==> src/rtl/display_mode_scheduler.sv <==
// display_mode_scheduler
//   Owns the shared character LCD path between the watch (0), watch-set (1),
//   reserved (2) and stopwatch (3) modes. The dip_sw mode request is decoded,
//   debounced and applied only at an LCD frame boundary, so a frame is never
//   drawn from two modes. Push buttons reach only the mode owning the display.
//
//   Optional feature macro: MODE_BLANK_EN
//     defined   -> one full frame of BLANK_CHAR follows every mode switch,
//                  with buttons gated off for that frame.
//     undefined -> the new mode is shown from index 0 of the next frame.
//
// Ports
//   clk          in   1  system clock
//   rst          in   1  synchronous reset, active-high
//   dip_sw       in   4  mode select switches (unsynchronised)
//   sw_in        in   4  push buttons, active-high, synchronised
//   index_char   in   5  character position requested by lcd_driver
//   char_strobe  in   1  lcd_driver consumed data_char at index_char
//   data_mode0-3 in   8  character from each mode
//   data_char    out  8  character to lcd_driver
//   sw_mode0-3   out  4  sw_in gated to each mode
//   active_mode  out  2  mode currently owning the display
//   mode_changed out  1  pulse on the cycle active_mode takes its new value
module display_mode_scheduler #(
  parameter int unsigned DEB_CYCLES = 50000,
  parameter int unsigned FRAME_LEN  = 32,
  parameter logic [7:0]  BLANK_CHAR = 8'h20
) (
  input  logic       clk,
  input  logic       rst,
  input  logic [3:0] dip_sw,
  input  logic [3:0] sw_in,
  input  logic [4:0] index_char,
  input  logic       char_strobe,
  input  logic [7:0] data_mode0,
  input  logic [7:0] data_mode1,
  input  logic [7:0] data_mode2,
  input  logic [7:0] data_mode3,
  output logic [7:0] data_char,
  output logic [3:0] sw_mode0,
  output logic [3:0] sw_mode1,
  output logic [3:0] sw_mode2,
  output logic [3:0] sw_mode3,
  output logic [1:0] active_mode,
  output logic       mode_changed
);

`ifdef MODE_BLANK_EN
  typedef enum logic [1:0] {RUN, PENDING, BLANK} state_t;
`else
  typedef enum logic {RUN, PENDING} state_t;
`endif

  state_t      state;
  logic [1:0]  dec;
  logic [1:0]  dec_q;
  logic [1:0]  req_mode;
  logic [1:0]  req_nxt;
  logic [15:0] deb_cnt;
  logic        deb_done;
  logic        frame_end;
  logic        run;

  always_comb begin
    case (dip_sw)
      4'b0001: dec = 2'd1;
      4'b0010: dec = 2'd2;
      4'b0100: dec = 2'd3;
      default: dec = 2'd0;
    endcase
  end

  // Counter saturates at DEB_CYCLES-1; while saturated the stable decode is
  // (re)copied into req_mode every cycle.
  assign deb_done = (dec == dec_q) && (deb_cnt == 16'(DEB_CYCLES - 1));

  always_ff @(posedge clk) begin
    if (rst) begin
      dec_q    <= '0;
      deb_cnt  <= '0;
      req_mode <= '0;
    end else begin
      dec_q <= dec;
      if (dec != dec_q)
        deb_cnt <= '0;
      else if (!deb_done)
        deb_cnt <= deb_cnt + 16'd1;
      else
        req_mode <= dec;
    end
  end

  // The FSM looks at the value req_mode is about to take, so a request
  // accepted on the frame-end cycle is the one that gets applied.
  assign req_nxt   = deb_done ? dec : req_mode;
  assign frame_end = char_strobe && (32'(index_char) == FRAME_LEN - 1);

  always_ff @(posedge clk) begin
    if (rst) begin
      state        <= RUN;
      active_mode  <= '0;
      mode_changed <= 1'b0;
    end else begin
      mode_changed <= 1'b0;
      case (state)
        RUN:
          if (req_nxt != active_mode) state <= PENDING;
        PENDING:
          if (req_nxt == active_mode) begin
            state <= RUN;
          end else if (frame_end) begin
            active_mode  <= req_nxt;
            mode_changed <= 1'b1;
`ifdef MODE_BLANK_EN
            state        <= BLANK;
`else
            state        <= RUN;
`endif
          end
`ifdef MODE_BLANK_EN
        BLANK:
          if (frame_end) state <= RUN;
`endif
        default: state <= RUN;
      endcase
    end
  end

  always_comb begin
    case (active_mode)
      2'd0:    data_char = data_mode0;
      2'd1:    data_char = data_mode1;
      2'd2:    data_char = data_mode2;
      default: data_char = data_mode3;
    endcase
`ifdef MODE_BLANK_EN
    if (state == BLANK) data_char = BLANK_CHAR;
`endif
  end

  assign run      = (state == RUN);
  assign sw_mode0 = (run && active_mode == 2'd0) ? sw_in : '0;
  assign sw_mode1 = (run && active_mode == 2'd1) ? sw_in : '0;
  assign sw_mode2 = (run && active_mode == 2'd2) ? sw_in : '0;
  assign sw_mode3 = (run && active_mode == 2'd3) ? sw_in : '0;

endmodule

==> config.mk <==
export PLATFORM = sky130hd
export DESIGN_NAME = display_mode_scheduler
export DESIGN_NICKNAME = d
export VERILOG_FILES = /design/src/rtl/display_mode_scheduler.sv
export SDC_FILE = /design/constraint.sdc
export NUM_CORES = 1
export LEC_CHECK = 0
export BUFFER_PORTS_ARGS = -buffer_cell sky130_fd_sc_hd__buf_2
export CAP_MARGIN = 20
export CORE_ASPECT_RATIO = 1.2
export CORE_MARGIN = 4
export CORE_UTILIZATION = 41
export DETAILED_ROUTE_END_ITERATION = 16
export GPL_ROUTABILITY_DRIVEN = 0
export PLACE_DENSITY_LB_ADDON = 0.3
export SLEW_MARGIN = 15
export SYNTH_ARGS = -nofsm -noshare
export SYNTH_HDL_FRONTEND = slang
export SYNTH_SLANG_ARGS = --single-unit
==> constraint.sdc <==
create_clock -name clk -period 2 [get_ports clk]
set_clock_uncertainty 0.05 [all_clocks]
set_input_delay 0.3 -clock clk [delete_from_list [all_inputs] [get_ports clk]]
set_output_delay 0.3 -clock clk [all_outputs]
set_load 0.05 [all_outputs]
# ---- After elaboration in Yosys (flattened, before gate mapping)
# Cells that the tools add are included.
dict set report totals {
  in_bits 48
  register_bits 24
  elab_cells 43
  output_inout_bits 27
}
dict set report classes {
  mux 12
  eq_ne 12
  bitwise 2
  n_reduce_logical 10
  add_sub_neg 1
}
# op n
set op_table {}
lappend op_table {{$pmux 8 s3} 1}
lappend op_table {{$add 16x1->16 const B} 1}
lappend op_table {{$eq 16x16->1 const B} 1}
lappend op_table {{$mux 4} 4}
lappend op_table {{$logic_and 1x1->1} 6}
lappend op_table {{$pmux 2 s3} 1}
lappend op_table {{$eq 5x5->1 const B} 1}
lappend op_table {{$eq 2x2->1} 2}
lappend op_table {{$eq 2x2->1 const B} 2}
lappend op_table {{$eq 4x1->1 const B} 1}
lappend op_table {{$eq 4x2->1 const B} 1}
lappend op_table {{$eq 4x3->1 const B} 1}
lappend op_table {{$mux 1} 4}
lappend op_table {{$ne 2x2->1} 2}
lappend op_table {{$reduce_and 3->1} 1}
lappend op_table {{$reduce_or 3->1} 1}
lappend op_table {{$eq 2x1->1 const B} 1}
lappend op_table {{$logic_not 2->1} 1}
lappend op_table {{$mux 2} 1}
lappend op_table {{$not 1->1} 2}
lappend op_table {{$pmux 1 s2} 1}
lappend op_table {{$reduce_or 2->1} 1}

# ---- Logic depth before layout (Yosys ltp)
dict set report logic_depth {
  word_depth 8
  mapped_depth 9
  depth_no_buf 8
}

# ---- Worst setup path after synthesis
# Ideal clock, no wire load.
dict set report synth_path {
  kind {reg-to-output}
  startpoint {register active_mode[0]}
  endpoint {output sw_mode3[0]}
  required_time_ns 1.650
  path_buffers 2
  path_stages_with_launch 5
  path_slack_ns -0.611
  arrival_ns 2.261
  cell_sequence {dfxtp_1 -> clkbuf_1 -> clkbuf_1 -> nand2_1 -> nor2_1}
}
dict set report synth_via {
  elab_chain_len 3
}
# element line_no
set synth_rtl {}
lappend synth_rtl {{start: declaration} 44} ;# output logic [1:0] active_mode,
lappend synth_rtl {{start signal: assignment} 112} ;# active_mode <= req_nxt;
lappend synth_rtl {{$eq 2x2->1} 145} ;# assign sw_mode3 = (run && active_mode == 2'd3) ? sw_in : '0;
lappend synth_rtl {{$logic_and 1x1->1} 145}
lappend synth_rtl {{$mux 4} 145}
lappend synth_rtl {{end: declaration} 43} ;# output logic [3:0] sw_mode3,
# Every way passes these cells.

# ---- Worst setup path in the final report
dict set report layout_path {
  startpoint {register deb_cnt[1]}
  endpoint {register mode_changed}
}
dict set report layout_via {
  elab_chain_len 5
}
# element line_no
set layout_rtl {}
lappend layout_rtl {{start: declaration} 59} ;# logic [15:0] deb_cnt;
lappend layout_rtl {{start signal: assignment} 87} ;# deb_cnt <= deb_cnt + 16'd1;
lappend layout_rtl {{$eq 16x16->1} 75} ;# assign deb_done = (dec == dec_q) && (deb_cnt == 16'(DEB_CYCLES - 1));
lappend layout_rtl {{$logic_and 1x1->1} 75}
lappend layout_rtl {{$mux 2} --}
lappend layout_rtl {{$eq 2x2->1} 109} ;# if (req_nxt == active_mode) begin
lappend layout_rtl {{$reduce_or 3->1 (no source line)} --}
lappend layout_rtl {{end signal: assignment} 102} ;# mode_changed <= 1'b0;
lappend layout_rtl {{end signal: assignment} 104} ;# mode_changed <= 1'b0;
lappend layout_rtl {{end signal: assignment} 113} ;# mode_changed <= 1'b1;
lappend layout_rtl {{end: declaration} 45} ;# output logic mode_changed
# Every way passes these cells.
# A chain may end at the register's enable or synchronous reset.

==> metrics.csv <==
stage,metric,value,unit
yosys,Synth Area in Adders,0.8496,%
yosys,most area-consuming cells after synthesis,"dfxtp_1 (33%), mux4_2 (12%), nor2_1 (9.2%)",
floorplan,number of cell rows,23,
yosys,yosys warns,0,
clock_network,CTS Hold Bufs,0,
yosys,post-synth top area cell,dfxtp_1,
floorplan,Initial Util,43.37,%
clock_network,TritonCTS Sinks,24,
finish,"commonest non-fill, non-tap cell in the layout",buf_2,
critical_path,CP endpoint kind,register,
global_routing,largest net degree at the start of global routing,19,
clock_network,post-CTS setup buffer count,0,
routing,Routed met3 length,315,um
timing,Final setup viols,0,
critical_path,Worst Setup Path Type,reg2reg,
yosys,mux contribution to synthesized area,14.27,%
floorplan,die area,4619,um2
global_routing,vias in the first global route,1430,
clock_network,CTS Buf Count,3,
min_path,Tightest Hold Check Type,in2reg,
routing,met2 WL post-DR,1.910,mm
floorplan,core area,3396,um2
routing,wire length on met1,1.612,mm
timing,Fin. Hold Viols,0,
global_routing,GRT Total Usage,17.54,%
clock_network,Worst-Skew Late Latency,0.27,ns
global_routing,initial antenna violation count,0,
yosys,Unique masters post-synth,35,
status,status,finished clean,
yosys,async set-reset flop share out of synthesis,0,%
routing,Final Routed Wirelength,3.917,mm
critical_path,Crit path required time,2.11,ns
placement,DP Wirelength,3.115,mm
critical_path,crit path launch type,register,
critical_path,CP max stage delay,0.39,ns
yosys,Avg Inst Size Synth,8.766,um2
routing,Post-DRT Antenna Nets,0,
finish,most frequent cells in the layout,"buf_2 (74), nor2_1 (24), dfxtp_1 (20)",
yosys,post-synthesis net count,217,
clock_network,"Clk pin slew, worst setup/hold paths",0.08,ns
pwr,"Power, Total",973.0,uW
yosys,Post-Synth XOR/XNOR Area,9.516,%
critical_path,critical path cell sequence,ha_4 > nand3_4 > nor4_4 > nand3_2 > a21oi_4 > mux2i_4 > xor2_1 > a21oi_1,
yosys,sequential element share of the synthesized area,32.63,%
yosys,Post-Synth Simple-Gate Area,31.52,%
routing,drt wl/cell,13.74,um
yosys,largest family of logic cells by synthesized area,simple AND/OR/NAND/NOR gates,
critical_path,slowest CP cell,dfxtp_4,
finish,Antenna Cells,0,
timing,min cycle time layout,1.930,ns
timing,Hold WS,0.2241,ns
timing,final worst-path cycle share,96.51,%
yosys,Synth Area in Compound Gates,7.392,%
routing,Vias/cell,5.225,
timing,Achievable Freq,518.1,MHz
clock_network,H-tree depth,1,
placement,Buffers on Ports,74,
timing,post-route setup TNS,0,ns
global_routing,first-pass GRT wire length,6.492,mm
yosys,Post-Syn Area,1473,um2
finish,layout cells sized above 1,51.61,%
routing,drc violations,0,
yosys,share of the synthesized area in the top cell type,32.63,%
timing,setup ws final,0.06982,ns
yosys,Post-synth EDFFs,0,
pwr,power per cell area,460.2,nW/um2
job,Max Cap Violations,0,
clock_network,CTS tree,done,
global_routing,grt total ovfl,0,
critical_path,critical path peak fanout,5,
timing,Worst slew margin,73.34,%
finish,post-layout util,62.27,%
routing,DRT iter0 DRCs,67,
clock_network,Root Driver,clkbuf_8,
finish,Final nets,298,
finish,Synth-to-Final Area Change,43.59,%
yosys,Yosys reg bits,24,
placement,DP Worst Slack,-0.02599,ns
yosys,Syn Inst Count,168,
timing,Final Slew Violations,0,
floorplan,I/O Pins,75,
routing,vias after detailed routing,1489,
timing,RSZ-0062 raised after global routing,yes,
clock_network,Clock Path Buffers,2,
pwr,Leakage,0.0008250,uW
pwr,maximum vdd drop,0.3447,mV
critical_path,Critical Path AT,2.04,ns
yosys,"Primary FF master, synth",dfxtp_1,
routing,highest routed layer,met4,
routing,drt pass-1 iters,4,
floorplan,Die Wd,62.71,um
timing,actual slew at the worst max-slew pin,0.3998,ns
floorplan,die height,73.65,um
-- cells in the mapped netlist (4+ instances only) --
cell,n
xor2_1,5
o21ai_0,4
nand2b_1,7
mux4_2,8
xnor2_1,11
dfxtp_1,24
nor2_1,36
clkbuf_1,4
a21oi_1,6
nor4_1,6
nand3_1,6
nand2_1,8
nor3_1,9
nand4_1,4
-- registers in the layout, indices dropped and copies added, names as in the netlist --
signal and flops:
deb_cnt 16, active_mode 2, dec_q 2, req_mode 2, mode_changed 1, state 1
-- layer usage --
metal	GRT usage [%]	up-vias
met2	30.81	59
met5	0	-
met1	19.68	669
li1	-	755
met3	5.199	6
met4	8.088	0
-- cell type report --
class	instances	area [um2]
Clock buffer	3	41.29
Clock inverter	1	3.754
Fill cell	277	1281
Inverter	2	7.507
Multi-Input combinational cell	132	1062
Sequential cell	24	493.0
Tap cell	37	46.29
Timing Repair Buffer	86	460.4
-- worst max-delay path, delay by kind of cell, from the launching register on --
family / cells / cell delay, ns
XOR/XNOR: 1 / 0.24
AO/OA/AOI/OAI: 2 / 0.33
adder cells (fa/ha/maj): 1 / 0.16
multiplexers: 1 / 0.29
AND/OR/NAND/NOR: 3 / 0.36
flip-flops: 1 / 0.39
-- path summary, 6_finish.rpt --
path,cells past startpoint,slack [ns],endpoint,start
hold reg to reg,2,0.48,deb_cnt[15],deb_cnt[15]
hold / removal,2,0.22,dec_q[1],dip_sw[0]
setup reg to reg,8,0.07,mode_changed,deb_cnt[1]
setup / recovery,8,0.07,mode_changed,deb_cnt[1]
-- repair_timing --
| action | 4_1_cts | 5_1_grt |
|---|---|---|
| gates resized for setup | 1 | 4 |
| setup endpoints to repair | 11 | 3 |
| pin swaps | 0 | 1 |
-- report_power, final --
group	switching [uW]	internal [uW]
combinational	113	77.9
clock	154	138
sequential	8.32	483
-- cells by family (layout without fill, tap and decap cells) --
group / count (synthesis) / in the layout
AND/OR/NAND/NOR: 87 / 87
flip-flops: 24 / 24
AO/OA/AOI/OAI: 17 / 17
XOR/XNOR: 16 / 16
buffers and inverters: 12 / 92
multiplexers: 11 / 11
adder cells (fa/ha/maj): 1 / 1
-- stage by stage --
stage	cells	cell area (um2)
after floorplan	168	1600
after global placement	281	2046
after detailed placement	281	2046
after CTS	285	2093
after global routing	285	2115
final	285	2115
Power figures use the tool's default switching activity.
